===== src/rtl/vme_mem_seq_pkg.sv =====
// Shared types and sizing helpers for the VME memory-strobe sequencer.
package vme_mem_seq_pkg;

  typedef enum logic [1:0] {
    IDLE   = 2'd0,
    STROBE = 2'd1,
    WAIT   = 2'd2,
    RESP   = 2'd3
  } seq_state_t;

  localparam int DEFAULT_TIMEOUT = 255;

  // Smallest width that can hold the value TIMEOUT, i.e. ceil(log2(TIMEOUT+1)).
  function automatic int cnt_width(input int timeout);
    int w;
    w = 31;
    for (int i = 31; i >= 1; i--) begin
      if ((64'd1 << i) >= 64'(timeout) + 64'd1) w = i;
    end
    return w;
  endfunction

endpackage


===== src/rtl/vme_mem_sequencer.sv =====
// Single-outstanding host master driving a VMERdMem/VMEWrMem register block,
// with a bounded wait for the matching done and a one-cycle ack/err response.
//
// state  | meaning
// IDLE   | no transaction; HostReq accepted here only
// STROBE | one-cycle read or write strobe on the target
// WAIT   | counting cycles until the matching done or timeout
// RESP   | one-cycle HostAck or HostErr, then back to IDLE
module vme_mem_sequencer
  import vme_mem_seq_pkg::*;
#(
  parameter int ADDR_WIDTH = 14,
  parameter int TIMEOUT    = DEFAULT_TIMEOUT
) (
  input  logic                  Clk,
  input  logic                  RstN,
  input  logic                  HostReq,
  input  logic                  HostWr,
  input  logic [ADDR_WIDTH-1:0] HostAddr,
  input  logic [31:0]           HostWrData,
  output logic                  HostBusy,
  output logic                  HostAck,
  output logic                  HostErr,
  output logic [31:0]           HostRdData,
  output logic [ADDR_WIDTH-1:0] VMEAddr,
  output logic [31:0]           VMEWrData,
  output logic                  VMERdMem,
  output logic                  VMEWrMem,
  input  logic                  VMERdDone,
  input  logic                  VMEWrDone,
  input  logic [31:0]           VMERdData
);

  localparam int CW = cnt_width(TIMEOUT);
  localparam logic [CW-1:0] CNT_LAST = CW'(TIMEOUT - 1);
  localparam logic [CW-1:0] CNT_SAT  = {CW{1'b1}};

  seq_state_t    state;
  logic          wr_flag;
  logic [CW-1:0] cnt;
  logic          done_ok;

  // Only the done matching the latched direction counts; the other is ignored.
  assign done_ok = wr_flag ? VMEWrDone : VMERdDone;

  always_ff @(posedge Clk or negedge RstN) begin
    if (!RstN) begin
      state      <= IDLE;
      wr_flag    <= 1'b0;
      cnt        <= '0;
      HostBusy   <= 1'b0;
      HostAck    <= 1'b0;
      HostErr    <= 1'b0;
      HostRdData <= '0;
      VMEAddr    <= '0;
      VMEWrData  <= '0;
      VMERdMem   <= 1'b0;
      VMEWrMem   <= 1'b0;
    end else begin
      HostAck  <= 1'b0;
      HostErr  <= 1'b0;
      VMERdMem <= 1'b0;
      VMEWrMem <= 1'b0;
      case (state)
        IDLE: begin
          if (HostReq) begin
            VMEAddr   <= HostAddr;
            VMEWrData <= HostWrData;
            wr_flag   <= HostWr;
            HostBusy  <= 1'b1;
            VMERdMem  <= ~HostWr;
            VMEWrMem  <= HostWr;
            state     <= STROBE;
          end
        end
        STROBE: begin
          if (done_ok) begin
            HostAck <= 1'b1;
            if (!wr_flag) HostRdData <= VMERdData;
            state <= RESP;
          end else begin
            cnt   <= '0;
            state <= WAIT;
          end
        end
        WAIT: begin
          // A done on the last counted cycle still wins over the timeout.
          if (done_ok) begin
            HostAck <= 1'b1;
            if (!wr_flag) HostRdData <= VMERdData;
            state <= RESP;
          end else if (cnt == CNT_LAST) begin
            HostErr <= 1'b1;
            state   <= RESP;
          end else if (cnt != CNT_SAT) begin
            cnt <= cnt + 1'b1;
          end
        end
        RESP: begin
          HostBusy <= 1'b0;
          state    <= IDLE;
        end
        default: begin
          HostBusy <= 1'b0;
          state    <= IDLE;
        end
      endcase
    end
  end

endmodule


===== config.mk =====
export PLATFORM = sky130hd
export DESIGN_NAME = vme_mem_sequencer
export DESIGN_NICKNAME = d
export VERILOG_FILES = /design/src/rtl/vme_mem_seq_pkg.sv /design/src/rtl/vme_mem_sequencer.sv
export SDC_FILE = /design/constraint.sdc
export NUM_CORES = 1
export LEC_CHECK = 0
export ABC_AREA = 1
export CAP_MARGIN = 25
export CELL_PAD_IN_SITES_DETAIL_PLACEMENT = 0
export CELL_PAD_IN_SITES_GLOBAL_PLACEMENT = 2
export CORE_MARGIN = 3
export CORE_UTILIZATION = 22
export CTS_CLUSTER_DIAMETER = 60
export DETAILED_ROUTE_END_ITERATION = 7
export GPL_TIMING_DRIVEN = 0
export PLACE_DENSITY_LB_ADDON = 0.1
export SLEW_MARGIN = 25
export SYNTH_ARGS = -nofsm -noshare
export SYNTH_HDL_FRONTEND = slang
export SYNTH_SLANG_ARGS = --single-unit

===== constraint.sdc =====
create_clock -name Clk -period 1.55 [get_ports Clk]
set_input_delay 0.2325 -clock Clk [delete_from_list [all_inputs] [get_ports Clk]]
set_output_delay 0.2325 -clock Clk [all_outputs]
set_load 0.01 [all_outputs]

==> flow_summary.json, run 1 <==
{
  "status": "completed",
  "synth.distinct_cells": 23,
  "hold_viol_final": 0,
  "synth.most_common_cell": "nand2_1",
  "worstMarginPinSlew_ns": 0.402,
  "fin_nets": 662,
  "gp_congestion": 0.749,
  "cts_root_buf": "clkbuf_16",
  "cts_sinks": 94,
  "fin_worst_skew_ns": 0.00661,
  "hold_class": "input port to asynchronous set/reset pin",
  "core-area_um2": 16800,
  "cp-end-kind": "flip-flop",
  "dr.pass1.iters": 4,
  "post_drt_wl_per_cell_um": 14.0,
  "vias": 3153,
  "grt_pass1_wl_um": 16600,
  "synthArstFlopShare": 1.00,
  "synth_top_area_cell": "dfrtp_1",
  "avgSynthCellArea_um2": 10.0,
  "rsz0062_at_grt": "yes",
  "placed_area_um2": 5800,
  "path_delay_family": "flip-flops",
  "mappedNetlistNets": 472,
  "ys_seq_area_frac": 0.616,
  "cp_data_arrival_time_ns": 1.72,
  "synthFlopType": "dfrtp_1",
  "setup_slack_ns": 0.0441,
  "fin_crit_sh": 0.972,
  "die_area_um2": 19000,
  "vias_per_cell": 3.97,
  "io_pins": 167,
  "synth_area_leaders": "dfrtp_1, nand2_1, mux2_1, ha_1, nand3_1",
  "clk_pin_slew_ns": 0.07,
  "drc_errors": 0,
  "antennaDiodeCount": 0,
  "cts_buffers": 9,
  "cts_tree": "done",
  "drive_above_1_share": 0.123,
  "slew_headroom": 0.732,
  "rrSetupSlack_ns": 0.04,
  "htree_levels": 3,
  "fin_area_um2": 6380,
  "drtIter0Drc": 90,
  "antenna_found_initial": 0,
  "dpl.cell_count": 768,
  "grtUsageTotal": 0.115,
  "die_w_um": 138,
  "pre_cts_ws_ns": -0.244,
  "die_y_um": 138,
  "crit_fanout": 10,
  "setup_viol": 0,
  "port_buffers": 166,
  "grt_pass1_vias": 3186,
  "p_total_mw": 12.1,
  "start_kind": "flip-flop",
  "yosys-top-cells-count": "nand2_1, dfrtp_1, mux2_1",
  "irDropWorstVdd_uv": 690,
  "maxSlewViolCount": 0,
  "required_ns": 1.77,
  "final_cells": 795,
  "cp_slowest_cell": "dfrtp_1",
  "cp_cell_sequence": "inv_2, ha_4, nand3_4, buf_6, mux2_1",
  "fmax_mhz": 664,
  "overflow": 0,
  "syn-cell-area_um2": 3820,
  "reg2reg_depth": 5,
  "area.growth.synth_to_final_pct": 67.0,
  "dp_hpwl_um": 7910,
  "yosysWarnings": 0,
  "min_period_ns": 1.51,
  "rows": 47,
  "maxCapViolCount": 0,
  "clk_latency_ns": 0.34,
  "r2r_start": "state[1]",
  "synthCells": 381,
  "power_density_nw_per_um2": 1890,
  "grt_max_degree": 58,
  "synth.top_cell.area_share": 0.616,
  "p_leak_nw": 3.02,
  "wl_um": 11100,
  "r2r_end": "HostRdData[27]",
  "path_class": "flip-flop to flip-flop",
  "ys_ff_latch": 94,
  "cp_num_cells": 5,
  "synth_edf_count": 0,
  "ant_nets": 0,
  "path_buf_inv": 2,
  "clk_path_buf_depth": 2,
  "critPathMaxStageDelay_ns": 0.40,
  "initial_core_util": 0.228,
  "tns_ns": 0
}
[per-stage QoR]
stage,util,hold WS [ns]
5_1_grt,0.381,0.412
3_3_place_gp,0.344,0.463
2_1_floorplan,-,-0.0631
3_5_place_dp,0.346,0.184
4_1_cts,0.369,0.382
6_report,0.381,0.376
[worst max-delay path by stage]
stage / from / endpoint / slack (ns)
floorplan: state[0] / HostRdData[10] / 0.006
global placement: RstN / VMEAddr[11] / -3.76
detailed placement: HostReq / VMEWrData[9] / -0.24
CTS: state[1] / VMEWrData[27] / 0.005
global route: state[1] / HostRdData[16] / -0.03
finish: state[1] / HostRdData[27] / 0.04
[cells in the final DEF, fill, tap and decap left out, types with 5 or more instances in the layout]
cell             netlist  layout
inv_2                  2       5
mux2_4                 0      10
nor2_1                 9       7
clkbuf_16              0      11
nand2_1              175     174
ha_1                   7       5
dlymetal6s2s_1         0       6
mux2_1                30      20
dfrtp_1               94      94
clkdlybuf4s50_1        0     159
o21ai_1                7       8
nand3_1               12      11
inv_1                 12       9
buf_6                  1       7
buf_4                  0      12
[metal layers]
layer | vias to the layer above | GRT usage | routed length (um)
li1 | 1584 | - | -
met1 | 1447 | 0.137 | 4660
met2 | 110 | 0.179 | 5070
met3 | 12 | 0.0537 | 1180
met4 | 0 | 0.0494 | 187
met5 | - | 0 | 0
[flip-flops by register name, indices dropped and copies added, names as in the netlist]
name,cells
HostRdData,32
VMEWrData,32
VMEAddr,14
cnt,8
state,2
HostAck,1
HostBusy,1
HostErr,1
VMERdMem,1
VMEWrMem,1
wr_flag,1
[report_power, final]
group,total (mW),switching [mW],internal (mW),leakage (nW)
Combinational,5.66,2.41,3.25,1.70
Clock,2.30,0.962,1.34,0.152
Sequential,4.11,0.564,3.55,1.17
Total,12.1,3.93,8.14,3.02
[layout make-up]
class	instances	area (um2)
clock inverters	4	56.3
multi-input cells	258	1420
fillers	1668	10400
plain buffers	14	133
well taps	220	275
repair buffers	180	1840
clock buffers	11	253
flip-flops and latches	94	2350
inverters	14	52.6
[logic make-up (layout without fill, tap and decap cells)]
kind of cell	Yosys count	in the layout	synth area share
buf+inv	29	223	0.0337
simple gates	204	204	0.212
fa+ha+maj	7	7	0.0229
compound gates	15	15	0.0210
mux	32	32	0.0943
flops	94	94	0.616
[worst reg2reg max path, delay by kind of cell, from the launching register on]
family | cells | cell delay, ns
flops | 1 | 0.40
mux | 1 | 0.32
fa+ha+maj | 1 | 0.29
buf+inv | 2 | 0.26
simple gates | 1 | 0.12
[repair_timing]
item,CTS,global route
pin swaps,0,4
buffers inserted,3,7
hold buffers,1,0
setup endpoints to repair,80,85
cloned,0,2
endpoints found under the hold margin,37,0
gates resized for setup,13,35
(Power assumes the default switching activity.)
==> run 2: changes to the inputs <==
--- a/config.mk
+++ b/config.mk
@@ -15,6 +15,7 @@
 export DETAILED_ROUTE_END_ITERATION = 7
 export GPL_TIMING_DRIVEN = 0
 export PLACE_DENSITY_LB_ADDON = 0.1
+export REMOVE_ABC_BUFFERS = 1
 export SLEW_MARGIN = 25
 export SYNTH_ARGS = -nofsm -noshare
 export SYNTH_HDL_FRONTEND = slang
==> flow_summary.json, run 2 (synthesis gave the netlist of run 1 again) <==
{
  "status": "completed",
  "clk_pin_slew_ns": 0.07,
  "clk_latency_ns": 0.34,
  "fin_crit_sh": 0.972,
  "post_drt_wl_per_cell_um": 14.7,
  "dp_hpwl_um": 7460,
  "layout_commonest_cell": "nand2_1",
  "p_total_mw": 11.8,
  "antenna_found_initial": 0,
  "p_leak_nw": 2.91,
  "power_density_nw_per_um2": 1890,
  "dr.pass1.iters": 4,
  "cts_buffers": 9,
  "hold_viol_final": 0,
  "fin_util": 0.373,
  "reg2reg_depth": 5,
  "dpl.cell_count": 754,
  "placed_area_um2": 5750,
  "fin_worst_skew_ns": 0.00628,
  "maxSlewViolCount": 0,
  "vias_per_cell": 4.05,
  "crit_fanout": 10,
  "irDropWorstVdd_uv": 653,
  "start_kind": "flip-flop",
  "drtIter0Drc": 100,
  "r2r_end": "HostRdData[27]",
  "die_y_um": 138,
  "gp_congestion": 0.668,
  "required_ns": 1.77,
  "fin_area_um2": 6250,
  "area.growth.synth_to_final_pct": 63.5,
  "slew_headroom": 0.677,
  "wl_um": 11400,
  "port_buffers": 166,
  "whs_ns": 0.370,
  "grt_pass1_vias": 3256,
  "antennaDiodeCount": 0,
  "largestRegisters": "HostRdData: 32 flops, VMEWrData: 32 flops, VMEAddr: 14 flops",
  "r2r_start": "state[0]",
  "grt_max_degree": 58,
  "seq_area_um2": 2350,
  "fmax_mhz": 664,
  "die_w_um": 138,
  "hold_class": "input port to asynchronous set/reset pin",
  "final_cell_mix": "nand2_1, clkdlybuf4s50_1, dfrtp_1",
  "worstMarginPinSlew_ns": 0.483,
  "multiInputGateArea_um2": 1420,
  "min_period_ns": 1.51,
  "fin_nets": 643,
  "tns_ns": 0,
  "drive_above_1_share": 0.0772,
  "cp-end-kind": "flip-flop",
  "path_class": "flip-flop to flip-flop",
  "overflow": 0,
  "die_area_um2": 19000,
  "cp_data_arrival_time_ns": 1.73,
  "setup_viol": 0,
  "ant_nets": 0,
  "io_pins": 167,
  "grt_pass1_wl_um": 17600,
  "clk_path_buf_depth": 2,
  "grtUsageTotal": 0.123,
  "rrSetupSlack_ns": 0.04,
  "rsz0062_at_grt": "yes",
  "core-area_um2": 16800,
  "fillers": 1657,
  "rows": 47,
  "drc_errors": 0,
  "setup_slack_ns": 0.0431,
  "cts_root_buf": "clkbuf_16",
  "maxCapViolCount": 0,
  "initial_core_util": 0.228,
  "vias": 3144,
  "cts_sinks": 94,
  "htree_levels": 3,
  "pre_cts_ws_ns": -0.822,
  "final_cells": 777,
  "cts_tree": "done"
}
## run 2: cell count changes in the layout (fill, tap and decap cells not counted), moves of 2 or more
cell,previous run,this run
inv_1,9,11
buf_8,2,0
buf_4,12,2
inv_2,5,2
clkbuf_2,4,0
mux2_1,20,26
clkinv_4,3,1
buf_6,7,1
mux2_4,10,4
## run 2: worst max-delay path, cell delays in order, from the launching register on
cell and delay (ns):
dfrtp_1 0.37, inv_2 0.09, ha_4 0.29, nand3_4 0.12
clkbuf_16 0.21, mux2_1 0.31
## run 2: how the worst max path moves through the flow
stage,from,endpoint,slack [ns],cells past startpoint
after floorplan,state[0],HostBusy,-0.85,6
after global placement,RstN,VMEWrData[23],-3.75,1
after detailed placement,HostReq,VMEWrData[30],-0.82,5
after CTS,state[0],HostRdData[18],0.003,5
after global routing,VMEWrData[26],VMEWrData[26],0.002,1
final,state[0],HostRdData[27],0.04,5
## run 2: what timing repair did
| item | 4_1_cts | 5_1_grt |
|---|---|---|
| resized for setup | 12 | 13 |
| pin swaps | 2 | 0 |
| gates cloned | 2 | 1 |
| endpoints found under the setup margin | 91 | 59 |
| hold buffers | 1 | 0 |
| endpoints found under the hold margin | 37 | 0 |
| buffers inserted | 3 | 0 |
## run 2: where the power goes
part	switching, mW	total [mW]	internal [mW]
combinational	2.45	5.39	2.94
sequential	0.559	4.10	3.54
clock	0.984	2.33	1.35
## run 2: routing by layer
layer / up-vias / GRT usage / routed length [um]
met4: 0 / 0.0499 / 229
li1: 1549 / - / -
met5: - / 0 / 0
met2: 122 / 0.188 / 5110
met1: 1458 / 0.148 / 4800
met3: 15 / 0.0595 / 1270
## run 2: cell type report
type                            count  share of cell area
Tap cell                          220              0.0441
Timing Repair Buffer              173               0.289
Clock buffer                       12              0.0411
Multi-Input combinational cell    259               0.228
Sequential cell                    94               0.377
Timing Repair inverter              1             0.00260
Inverter                           14              0.0110
Clock inverter                      4             0.00841
==> patch 1, RTL diff (settings of run 2) <==
Change the parameter `ADDR_WIDTH` from 14 to 16.
--- a/src/rtl/vme_mem_sequencer.sv
+++ b/src/rtl/vme_mem_sequencer.sv
@@ -11,3 +11,3 @@
 #(
-  parameter int ADDR_WIDTH = 14,
+  parameter int ADDR_WIDTH = 16,
   parameter int TIMEOUT    = DEFAULT_TIMEOUT
Ports: changed (resized HostAddr and VMEAddr); port bits go from 167 to 171. No check against the original RTL was run, so the function may have changed too.
==> patch 1 against run 2 <==
- sequential cell count is 2 higher
- wire length grew 3.7%
- power up 3.5%
- setup slack lost 0.021 ns
- fmax is 1.4% lower
- first-iteration DRC count is 20% lower
- synthesized area is 1.6% higher
- cell area up 3.6%
- critical path type unchanged
- highest routed layer unchanged
==> patch 1: results (changes against run 2) <==
* Status: complete, no violations
* First drt pass iteration count at 4 (unchanged)
* Syn Area/Cell at 9.977 µm² (-0.48%)
* Antenna violations before repair at 0 (unchanged)
* Slowest stage cell, crit path: dfrtp_1
* Sequential share of the synthesized area at 0.6190 (+0.003168)
* Largest net degree at the start of global routing at 65 (+12%)
* Clock Pin Slew Worst Setup and Hold Paths at 0.07 ns (about the same)
* Reg2reg end: HostRdData[28]
* First-pass GRT wire length at 18,290 µm (+3.7%)
* CTS root buf: clkbuf_16
* Ranking of synthesized cells by area: dfrtp_1, nand2_1, mux2_2
* DRT iter0 DRCs at 80 (-20%)
* Layout Skew at 0.01432 ns (+0.008036 ns)
* Ys async rst share at 1.000 (unchanged)
* Gpl congestion at 0.6784 (+1.5%)
* Library cells used by synthesis at 19 (-17%)
* Top cells by count, synth: nand2_1, dfrtp_1, mux2_2
* Ys Warns at 0 (unchanged)
* Final nets at 664 (+3.3%)
* CTS Buf Count at 9 (unchanged)
* Peak VDD IR at 0.0007631 V (+17%)
* H-tree depth at 3 (unchanged)
* Total global-route track usage at 0.1214 (-0.001339)
* Tightest Pin Transition at 0.5724 ns (+0.08946 ns)
* Vias post-DR at 3,208 (+2.0%)
* Critical path arrival at 1.77 ns (+0.04 ns)
* Worst skew pair latency at 0.35 ns
* WL/cell at 14.87 µm (+1.2%)
* Layout cells sized above 1 at 0.1319 (+0.05475)
* Top flop regs: HostRdData x32, VMEWrData x32, VMEAddr x16
* Max incr delay on CP at 0.39 ns (+0.02 ns)
* Port bufs at 170 (+2.4%)
* Worst hold-check path type: in2async
* R2r setup slk at 0.02 ns (-0.02 ns)
* Post-DP HPWL at 7543 µm (+1.2%)
* Placed instance area at 0.005867 mm² (+2.0%)
* Dpl cells at 767 (+1.7%)
* Crit Path Max Fanout at 5 (-5)
* Total wire length at 11,830 µm (+3.7%)
* LEAKAGE at 3.116 nW (+7.1%)
==> patch 1: changes by cell type after synthesis, moves of 3 or more <==
cell / change
mux2_2: +30
buf_2: -3
o21ai_0: +7
mux2_1: -30
nand2_1: +6
o21ai_1: -7
==> patch 1: kinds of logic (layout without fill, tap and decap cells) <==
group           count (synthesis)  in the layout  share of synthesized area
simple gates                  210            213                     0.2108
fa+ha+maj                       7              7                    0.02257
flops                          96             96                     0.6190
mux                            32             32                    0.09284
buf+inv                        29            213                    0.03417
compound gates                 15             15                    0.02063
==> patch 1: worst max-delay path: cells and delay by family, from the launching register on <==
family | cells | cell delay, ns
flip-flops | 1 | 0.39
multiplexers | 1 | 0.32
buffers and inverters | 2 | 0.30
adder cells (fa/ha/maj) | 1 | 0.23
AND/OR/NAND/NOR | 1 | 0.17
==> patch 1: final cells by class <==
class	count	area (µm²)
fill	1656	10470
sequential	96	2404
timing repair buffer	183	1967
multi-input combinational	267	1454
tap	220	275.3
clock buffer	10	229.0
clock inverter	6	75.07
inverter	14	67.56
==> patch 1: worst max-delay path by stage <==
stage | start | end | depth (start not counted)
6_report | state[0] | HostRdData[28] | 5
5_1_grt | state[0] | HostRdData[10] | 5
4_1_cts | HostReq | VMEWrData[4] | 6
3_5_place_dp | state[0] | VMEWrData[4] | 7
3_3_place_gp | RstN | VMEAddr[12] | 1
2_1_floorplan | state[0] | HostBusy | 6
==> patch 1: timing repair <==
item,4_1_cts,5_1_grt
hold buffers,1,0
endpoints found under the setup margin,93,92
buffers inserted,4,2
resized for setup,12,25
pin swaps,1,3
hold endpoints to repair,32,0
gates cloned,2,4
==> patch 1: stage by stage <==
stage          hold slack (ns)  setup WS (ns)
6_report                0.3664        0.02167
5_1_grt                 0.3894       -0.01862
2_1_floorplan         -0.06309         -1.217
3_5_place_dp            0.1628        -0.6072
4_1_cts                 0.3630       0.003740
3_3_place_gp            0.4608         -3.906
==> patch 1: power breakdown <==
group / switching [mW] / total, mW / internal, mW / leakage [nW]
Clock: 1.03 / 2.31 / 1.28 / 0.146
Combinational: 2.54 / 5.73 / 3.19 / 1.78
Sequential: 0.572 / 4.19 / 3.62 / 1.19
Total: 4.14 / 12.2 / 8.09 / 3.12
==> patch 1: routing by layer <==
metal  track usage  share of wire  vias up
met5             0              0        -
met2        0.1759           0.44      115
met3       0.06448           0.10       11
met4       0.04634          0.015        0
met1        0.1529           0.44     1483
li1              -              -     1599
==> patch 2, RTL diff (flow settings as in run 2) <==
Without the edit above. The 4 states of `seq_state_t` get a Gray code encoding in 2 bits.
--- a/src/rtl/vme_mem_seq_pkg.sv
+++ b/src/rtl/vme_mem_seq_pkg.sv
@@ -4,6 +4,6 @@
   typedef enum logic [1:0] {
-    IDLE   = 2'd0,
-    STROBE = 2'd1,
-    WAIT   = 2'd2,
-    RESP   = 2'd3
+    IDLE   = 2'b00,
+    STROBE = 2'b01,
+    WAIT   = 2'b11,
+    RESP   = 2'b10
   } seq_state_t;
Formal check against the unedited RTL: same outputs for any inputs over 4 cycles, from zero or initial values and one cycle with RstN low; so few cycles prove little.
==> patch 2 against run 2 <==
- via count shrank 13%
- count of clock-buffer cells in the layout stayed put
- sequential cell count is the same
- wire length decreased by 4.9%
- cell count is 12% lower
- synthesized area up 1.7%
- power grew 1.5%
- hold slack worse by 0.018 ns
- setup slack got worse by 0.013 ns
- sequential share of layout area barely moved
- synthesized cell count is 25% lower
- cell area grew 0.20%
- clock skew rose by 0.0041 ns
- largest cell class unchanged
==> patch 2: results (changes against run 2) <==
* Post-CTS setup buffers at 0 (-3)
* LEAKAGE at 2.701 nW (-7.2%)
* Final nets at 548 (-15%)
* Clock-cell share at 0.04878 (-0.0006986)
* Crit Path Max Fanout at 13 (+3)
* Ranking of synthesized cells by area: dfrtp_1, mux2_2, mux2_4
* # fillers at 1,654 (-0.18%)
* WL/cell at 15.83 µm (+7.8%)
* Top cells by count, synth: dfrtp_1, nand2_1, mux2_2
* Dpl cells at 662 (-12%)
* Switching part of the total at 0.3044 (-0.03359)
* Post-synthesis cell count at 285 (-25%)
* Layout Skew at 0.01040 ns (+0.004122 ns)
* Vias in the first global route at 2,850 (-12%)
* Crit. Startpoint: HostReq
* Resized Gates After CTS at 7 (-5)
* Sequential share of the synthesized area at 0.6053 (-0.01051)
* Total global-route track usage at 0.1135 (-0.009250)
* Slowest stage cell, crit path: clkdlybuf4s50_1
* Placed instance area at 0.005779 mm² (+0.52%)
* Status: complete, no violations
* Bufs w/o clock at 170 (-1.7%)
* Post-DP HPWL at 7022 µm (-5.8%)
* Vias post-DR at 2,734 (-13%)
* Worst reg2reg path depth at 3 (-2)
* Seq power at 4.21 mW (+3%)
* Fin Hold WS at 0.3515 ns (-0.01804 ns)
* Peak VDD IR at 0.0009014 V (+38%)
* Layout non-clock buf frac at 0.2753 (-0.01337)
* Critical path's top delay family: buffers and inverters
* Final Cycle Share at 0.9803 (+0.008081)
* Slew margin rel. at 0.6047 (-0.07232)
* Layout cells sized above 1 at 0.2468 (+0.1696)
* Final Util at 0.3695 (-0.003143)
* DRT iter0 DRCs at 79 (-21%)
* Seq pwr share at 0.351 (+0.004)
* FF+latch area at 0.002355 mm² (+0.11%)
* Footprint of the multi-input gates at 0.001545 mm² (+8.7%)
patch 2: cell count changes in the layout (fill, tap and decap cells not counted), moves of 7 or more:
cell and delta:
o21ai_1 -7, mux2_1 -26, nand2_1 -126, mux2_2 +46
nor2_1 +8, mux2_4 +26
patch 2: metal layers:
metal / global-route usage / part of all wire / vias to the layer above / wire [µm]
li1: - / - / 1312 / -
met1: 0.1367 / 0.41 / 1323 / 4445
met2: 0.1782 / 0.49 / 85 / 5305
met3: 0.05483 / 0.086 / 12 / 936
met4: 0.03862 / 0.014 / 2 / 157
met5: 0 / 0.0012 / - / 13
patch 2: cells by family after synthesis:
kind of cell,share of synthesized area
adders and majority gates,0.006438
muxes,0.2550
DFF,0.6053
and+or+nand+nor,0.08950
xor gates and xnor gates,0.002254
AOI/OAI and AO/OA,0.008371
buffers and inverters,0.03316
